==> config.mk <==
export PLATFORM = sky130hd
export DESIGN_NAME = sr_ff_driver
export DESIGN_NICKNAME = d
export VERILOG_FILES = /design/src/rtl/sr_ff_driver.sv
export SDC_FILE = /design/constraint.sdc
export NUM_CORES = 1
export LEC_CHECK = 0
export ABC_AREA = 1
export CAP_MARGIN = 20
export CORE_UTILIZATION = 44
export CTS_BUF_LIST = sky130_fd_sc_hd__clkbuf_2 sky130_fd_sc_hd__clkbuf_4 sky130_fd_sc_hd__clkbuf_8
export DETAILED_ROUTE_END_ITERATION = 8
export SYNTH_ARGS = -nofsm -noshare
export SYNTH_HDL_FRONTEND = slang
export SYNTH_SLANG_ARGS = --single-unit
==> constraint.sdc <==
create_clock -name clk -period 2.3 [get_ports clk]
set_clock_uncertainty 0.15 [all_clocks]
set_input_delay 0.345 -clock clk [delete_from_list [all_inputs] [get_ports clk]]
set_output_delay 0.345 -clock clk [all_outputs]
set_load 0.005 [all_outputs]
==> src/rtl/sr_ff_driver.sv <==
// sr_ff_driver: drives s/r excitation so an external SR flop reaches each target bit, with readback retry and stats
module sr_ff_driver #(
  parameter int PULSE_CYC  = 1,
  parameter int SETTLE_CYC = 1,
  parameter int MAX_RETRY  = 2,
  parameter int CNT_W      = 8
) (
  input  logic             clk,
  input  logic             rst,
  input  logic             tgt_valid,
  input  logic             tgt_bit,
  output logic             tgt_ready,
  input  logic             q_fb,
  input  logic             err_clr,
  output logic             s,
  output logic             r,
  output logic             busy,
  output logic             done,
  output logic             ok,
  output logic             err,
  output logic [CNT_W-1:0] match_cnt,
  output logic [CNT_W-1:0] err_cnt
);
  localparam logic [1:0] IDLE = 2'd0, DRIVE = 2'd1, SETTLE = 2'd2, CHECK = 2'd3;
  logic [1:0]  state;
  logic [15:0] cnt;
  logic [7:0]  retry;
  logic        tgt_q;
  assign tgt_ready = state == IDLE;
  assign busy      = state != IDLE;
  always_ff @(posedge clk) begin
    if (rst) begin
      state     <= IDLE;
      cnt       <= '0;
      retry     <= '0;
      tgt_q     <= 1'b0;
      s         <= 1'b0;
      r         <= 1'b0;
      done      <= 1'b0;
      ok        <= 1'b0;
      err       <= 1'b0;
      match_cnt <= '0;
      err_cnt   <= '0;
    end else begin
      done <= 1'b0;
      ok   <= 1'b0;
      if (err_clr) err <= 1'b0;
      case (state)
        IDLE: if (tgt_valid) begin
          tgt_q <= tgt_bit;
          retry <= '0;
          if (tgt_bit != q_fb) begin
            state <= DRIVE;
            s     <= tgt_bit;
            r     <= ~tgt_bit;
            cnt   <= 16'(PULSE_CYC - 1);
          end else begin
            state <= SETTLE;
            cnt   <= 16'(SETTLE_CYC - 1);
          end
        end
        DRIVE: if (cnt == '0) begin
          s     <= 1'b0;
          r     <= 1'b0;
          state <= SETTLE;
          cnt   <= 16'(SETTLE_CYC - 1);
        end else cnt <= cnt - 16'd1;
        SETTLE: if (cnt == '0) state <= CHECK; else cnt <= cnt - 16'd1;
        CHECK: if (q_fb == tgt_q) begin
          match_cnt <= match_cnt + CNT_W'(~&match_cnt);
          done      <= 1'b1;
          ok        <= 1'b1;
          state     <= IDLE;
        end else if (retry < 8'(MAX_RETRY)) begin
          // a mismatch means q_fb is the opposite of tgt_q, so the excitation always pulses
          retry <= retry + 8'd1;
          s     <= tgt_q;
          r     <= ~tgt_q;
          cnt   <= 16'(PULSE_CYC - 1);
          state <= DRIVE;
        end else begin
          err     <= 1'b1;
          err_cnt <= err_cnt + CNT_W'(~&err_cnt);
          done    <= 1'b1;
          state   <= IDLE;
        end
        default: state <= IDLE;
      endcase
    end
  end
endmodule
Yosys cells after proc, flatten, opt, wreduce, memory -nomap -nowiden
Index checks and enable logic that the tools add are counted.
Word-level totals
  memory bits (read-only): 0
  bits in latches: 0
  memories kept: 0
  logic and storage cells: 85
  memory bits (writable): 0
  input port bits: 6
  bits in registers: 48
Cells by class
  $mul: 0
  reductions and logical operators: 17
  divide/modulo/power cells: 0
  bitwise logic cells: 5
  multiplexer cells: 35
  order comparisons: 1
  equal/unequal tests: 12
  add/subtract/negate cells: 4
  shift operators: 0
Operators with widths (count)
  2-to-1 mux 16 bit: 5
  one-hot mux 16 bit (4 select lines): 1
  2-to-1 mux 8 bit: 3
  2-to-1 mux 1 bit: 18
  adder 8 x 1 -> 8 bit: 2
  zero test 16 bit: 1
  one-hot mux 8 bit (2 select lines): 1
  AND reduction 8 bit: 2
  subtractor 16 x 1 -> 16 bit (second input constant): 1
  inequality test 2 bit (second input constant): 6
  adder 8 x 1 -> 8 bit (second input constant): 1
  < comparator 8 x 2 -> 1 bit (second input constant): 1
  2-to-1 mux 2 bit: 4
  one-hot mux 2 bit (4 select lines): 1
  AND reduction 4 bit: 2
  one-hot mux 1 bit (3 select lines): 2
  AND reduction 3 bit: 2
  AND reduction 6 bit: 1
  NOT 1 bit: 5
  equality test 2 bit (second input constant): 2
  AND reduction 2 bit: 2
  nonzero test 2 bit: 2
  nonzero test 3 bit: 1
  equality test 2 x 1 -> 1 bit (second input constant): 1
  other kinds (6): 7

Depth between registers and ports, before layout
  depth in word-level cells: 4
  gate-level depth with buffers: 12

Worst setup path after synthesis
Ideal clock, no wire load.
  path type: register -> register
  from: register match_cnt[2]
  to: register match_cnt[4]
  cell stages (with the launch flop): 13
  buffers on the path: 0
  clock period less this slack: 1.907 ns
  slack: 0.393 ns
  data arrival time: 1.699 ns
  cell sequence: dfxtp_1 -> inv_1 -> nor3_1 -> nand3_1 -> nand3b_1 -> ha_1 -> ha_1 -> nand2_1 -> inv_1 -> nand2_1 -> nand2_1 -> o21ai_0 -> o21a_1
Between the ends
  word-level cells in the longest chain between the ends: 3
RTL lines
  start: declaration: line 21  | output logic [CNT_W-1:0] match_cnt,
  start signal: assignment: line 70  | match_cnt <= match_cnt + CNT_W'(~&match_cnt);
  AND reduction 8 bit: line 70
  zero test 1 bit: line 70
  adder 8 x 1 -> 8 bit *: line 70
Mark *: on every way between the ends. The rest lies on a longest branch, timed or not.
A chain may end at the register's enable or synchronous reset.

Worst setup path in the final report
  from: register state[0]
  to: output busy
Between the ends
  word-level cells in the longest chain between the ends: 1
RTL lines
  start: declaration: line 25  | logic [1:0] state;
  start signal: assignment: line 33  | state <= IDLE;
  start signal: assignment: line 53  | state <= DRIVE;
  start signal: assignment: line 58  | state <= SETTLE;
  nonzero test 2 bit: line 30  | assign busy = state != IDLE;
  end: declaration: line 17  | output logic busy,
No other way between the ends.

==> reports/qor.csv <==
metric,value,unit
synthesis.nets,390,
hold_violations,0,
grt_util_met3,0.0330,
ys_warn_count,0,
antenna_found_initial,0,
max_slew_margin,0.742,
ctsLongestPathBuffers,2,
worst_ep_arrival_time,1620,ps
die_w,80.1,um
die_h,80.1,um
r2r.worst_path.cells,12,
rr_endpoint,match_cnt[4],
dp_slack,117,ps
top_usage_layer,met2,
drt_iter0_drc,74,
synth_area_leader_cell,dfxtp_1,
setup_viol,0,
ys_seq_elements,48,
n_antenna_cell,0,
synthArstFlopShare,0,
p_seq_frac,0.287,
grtUsageMet1,0.250,
wl_per_cell,11.3,um
ctsHoldBuffers,0,
place_congestion,0.828,
vias,2341,
layout_common_cells,"nand2_1, nor2_1, dfxtp_1",
p_per_area,1280,nW/um^2
numCtsBuffers,5,
clkSlewWorstSetupHoldPaths,90,ps
tns,0,ps
drt_pass1_iterations,4,
worstSetupStartpointType,flip-flop,
worstPathMaxFanout,5,
cts_tree,done,
ys_seq_area_frac,0.358,
rsz0062_at_grt,false,
ys_types,41,
endpoint,busy,
final_common_cell,nand2_1,
htreeDepth,2,
ir_drop,577,uV
hpwlAfterDp,4020,um
synth-main-ff-cell,dfxtp_1,
grt.overflow.total,0,
yosys-top-cells-area,"dfxtp_1, nand2_1, nor2_1",
grt_pass1_wl,9630,um
cp_data_required_time,1800,ps
power.switching,0.00193,W
swShare,0.476,
num_rows,28,
placement.io_buffers,28,
drt_wl_total,5460,um
path_class,flip-flop to output pin,
grt_use_met2,0.310,
grt_max_degree,22,
synth_top_area_share,0.358,
root_buffer,clkbuf_8,
core,5920,sq um
static-leakage-power,1.35,nW
grt_pass1_vias,2167,
reg2reg_setup_slack,260,ps
synth_edf_count,0,
fin_crit_sh,0.920,
drive_gt1_frac,0.140,
nets,424,
fmax,473,MHz
synthesis.area,2690,sq um
post_cts_buffers,0,
max_slew.worst_pin.slew,383,ps
die-area,6420,sq um
critPathCaptureType,output pin,
maxCapViolations,0,
layout_setup_ws,185,ps
num_io_pins,29,
comb_power_share,0.584,
start_util,0.454,
grtUsageTotal,0.188,
synthCells,373,
p_int,0.00212,W
fillers,607,
post-route-min-period,2120,ps
startpoint,state[0],
numClockSinks,48,
drcViolationCount,0,
syn_area_per_cell,7.20,sq um
worstSkewPairLatency,300,ps
hp-class,flip-flop to flip-flop,
r2r_start,match_cnt[2],
syn_to_final_growth,17.6,%
postRouteAntennaNets,0,
viasPerCell,4.86,
status,completed,
timing.final.max_slew_violations,0,
p_clk_frac,0.130,
-- critical path, cell delays in order, from the launching register on --
cell             delay, ps
dfxtp_1                390
inv_1                  100
ha_1                   230
inv_2                  100
clkdlybuf4s50_1        500
-- logic make-up after synthesis --
logic type	synth area share
compound gates	0.116
xor+xnor	0.00326
fa+ha+maj	0.0512
buf+inv	0.0936
flops	0.358
simple gates	0.379
-- how the worst min path moves through the flow --
stage                   from        to  slack, ps  cells past startpoint
global route        retry[6]  retry[6]        310                      2
finish              retry[7]  retry[7]        290                      2
detailed placement  retry[6]  retry[6]        280                      2
global placement    retry[6]  retry[6]        280                      2
CTS                 retry[6]  retry[6]        300                      2
floorplan           retry[5]  retry[5]        270                      2
-- synthesized netlist by cell type (2+ instances only) --
cell      count
inv_2         6
nor2_1       48
dfxtp_1      48
buf_2         2
nor2_8        2
nand2_2       4
nor3_1       11
inv_1        47
nor2_4        3
nor2_2        8
o21bai_1      4
nand3_1      15
nand2_1      80
o22ai_1       2
nand2_4       6
clkbuf_1      2
nand4_1       5
ha_1         11
o21ai_1       4
a21oi_2       2
nand3_2       8
o21ai_0      17
a21oi_1      20
-- metrics by stage --
step	instances	utilization	total power [W]	hold WS [ps]	area, sq um
5_1_grt	482	0.533	0.00449	314	3160
3_3_place_gp	475	0.517	0.00352	277	3060
6_report	482	0.533	0.00405	294	3160
3_5_place_dp	475	0.517	0.00354	280	3060
4_1_cts	482	0.533	0.00409	296	3150
2_1_floorplan	373	-	0.00307	269	2690
-- registers in the layout, indices dropped and copies added (netlist names), 2 cells and up --
name       count
retry          8
match_cnt      8
cnt           16
err_cnt        8
state          2
-- timing repair --
action / CTS / global route
gates resized for setup: 0 / 1
hold endpoints to repair: 0 / 0
setup endpoints to repair: 0 / 2
-- layer usage --
layer	share of wire	wire length, um
met1	0.51	2780
met3	0.035	193
met4	0.012	63
met5	0	0
met2	0.44	2420
-- layout make-up --
type                    count  area (sq um)  area share
clock inverters             1          8.76     0.00277
inverters                  54           203      0.0642
repair buffers             33           330       0.105
flip-flops and latches     48           961       0.304
clock buffers               6          82.6      0.0261
multi-input cells         265          1480       0.468
well taps                  75          93.8      0.0297
-- power by group through the flow --
stage / clock [W] / combinational (W) / sequential (W)
global route: 0.000574 / 0.00273 / 0.00119
detailed placement: 0 / 0.00237 / 0.00118
global placement: 0 / 0.00235 / 0.00118
CTS: 0.000546 / 0.00238 / 0.00116
floorplan: 0 / 0.00192 / 0.00114
finish: 0.000525 / 0.00236 / 0.00116
No activity file was read; power rests on OpenSTA's default activity.
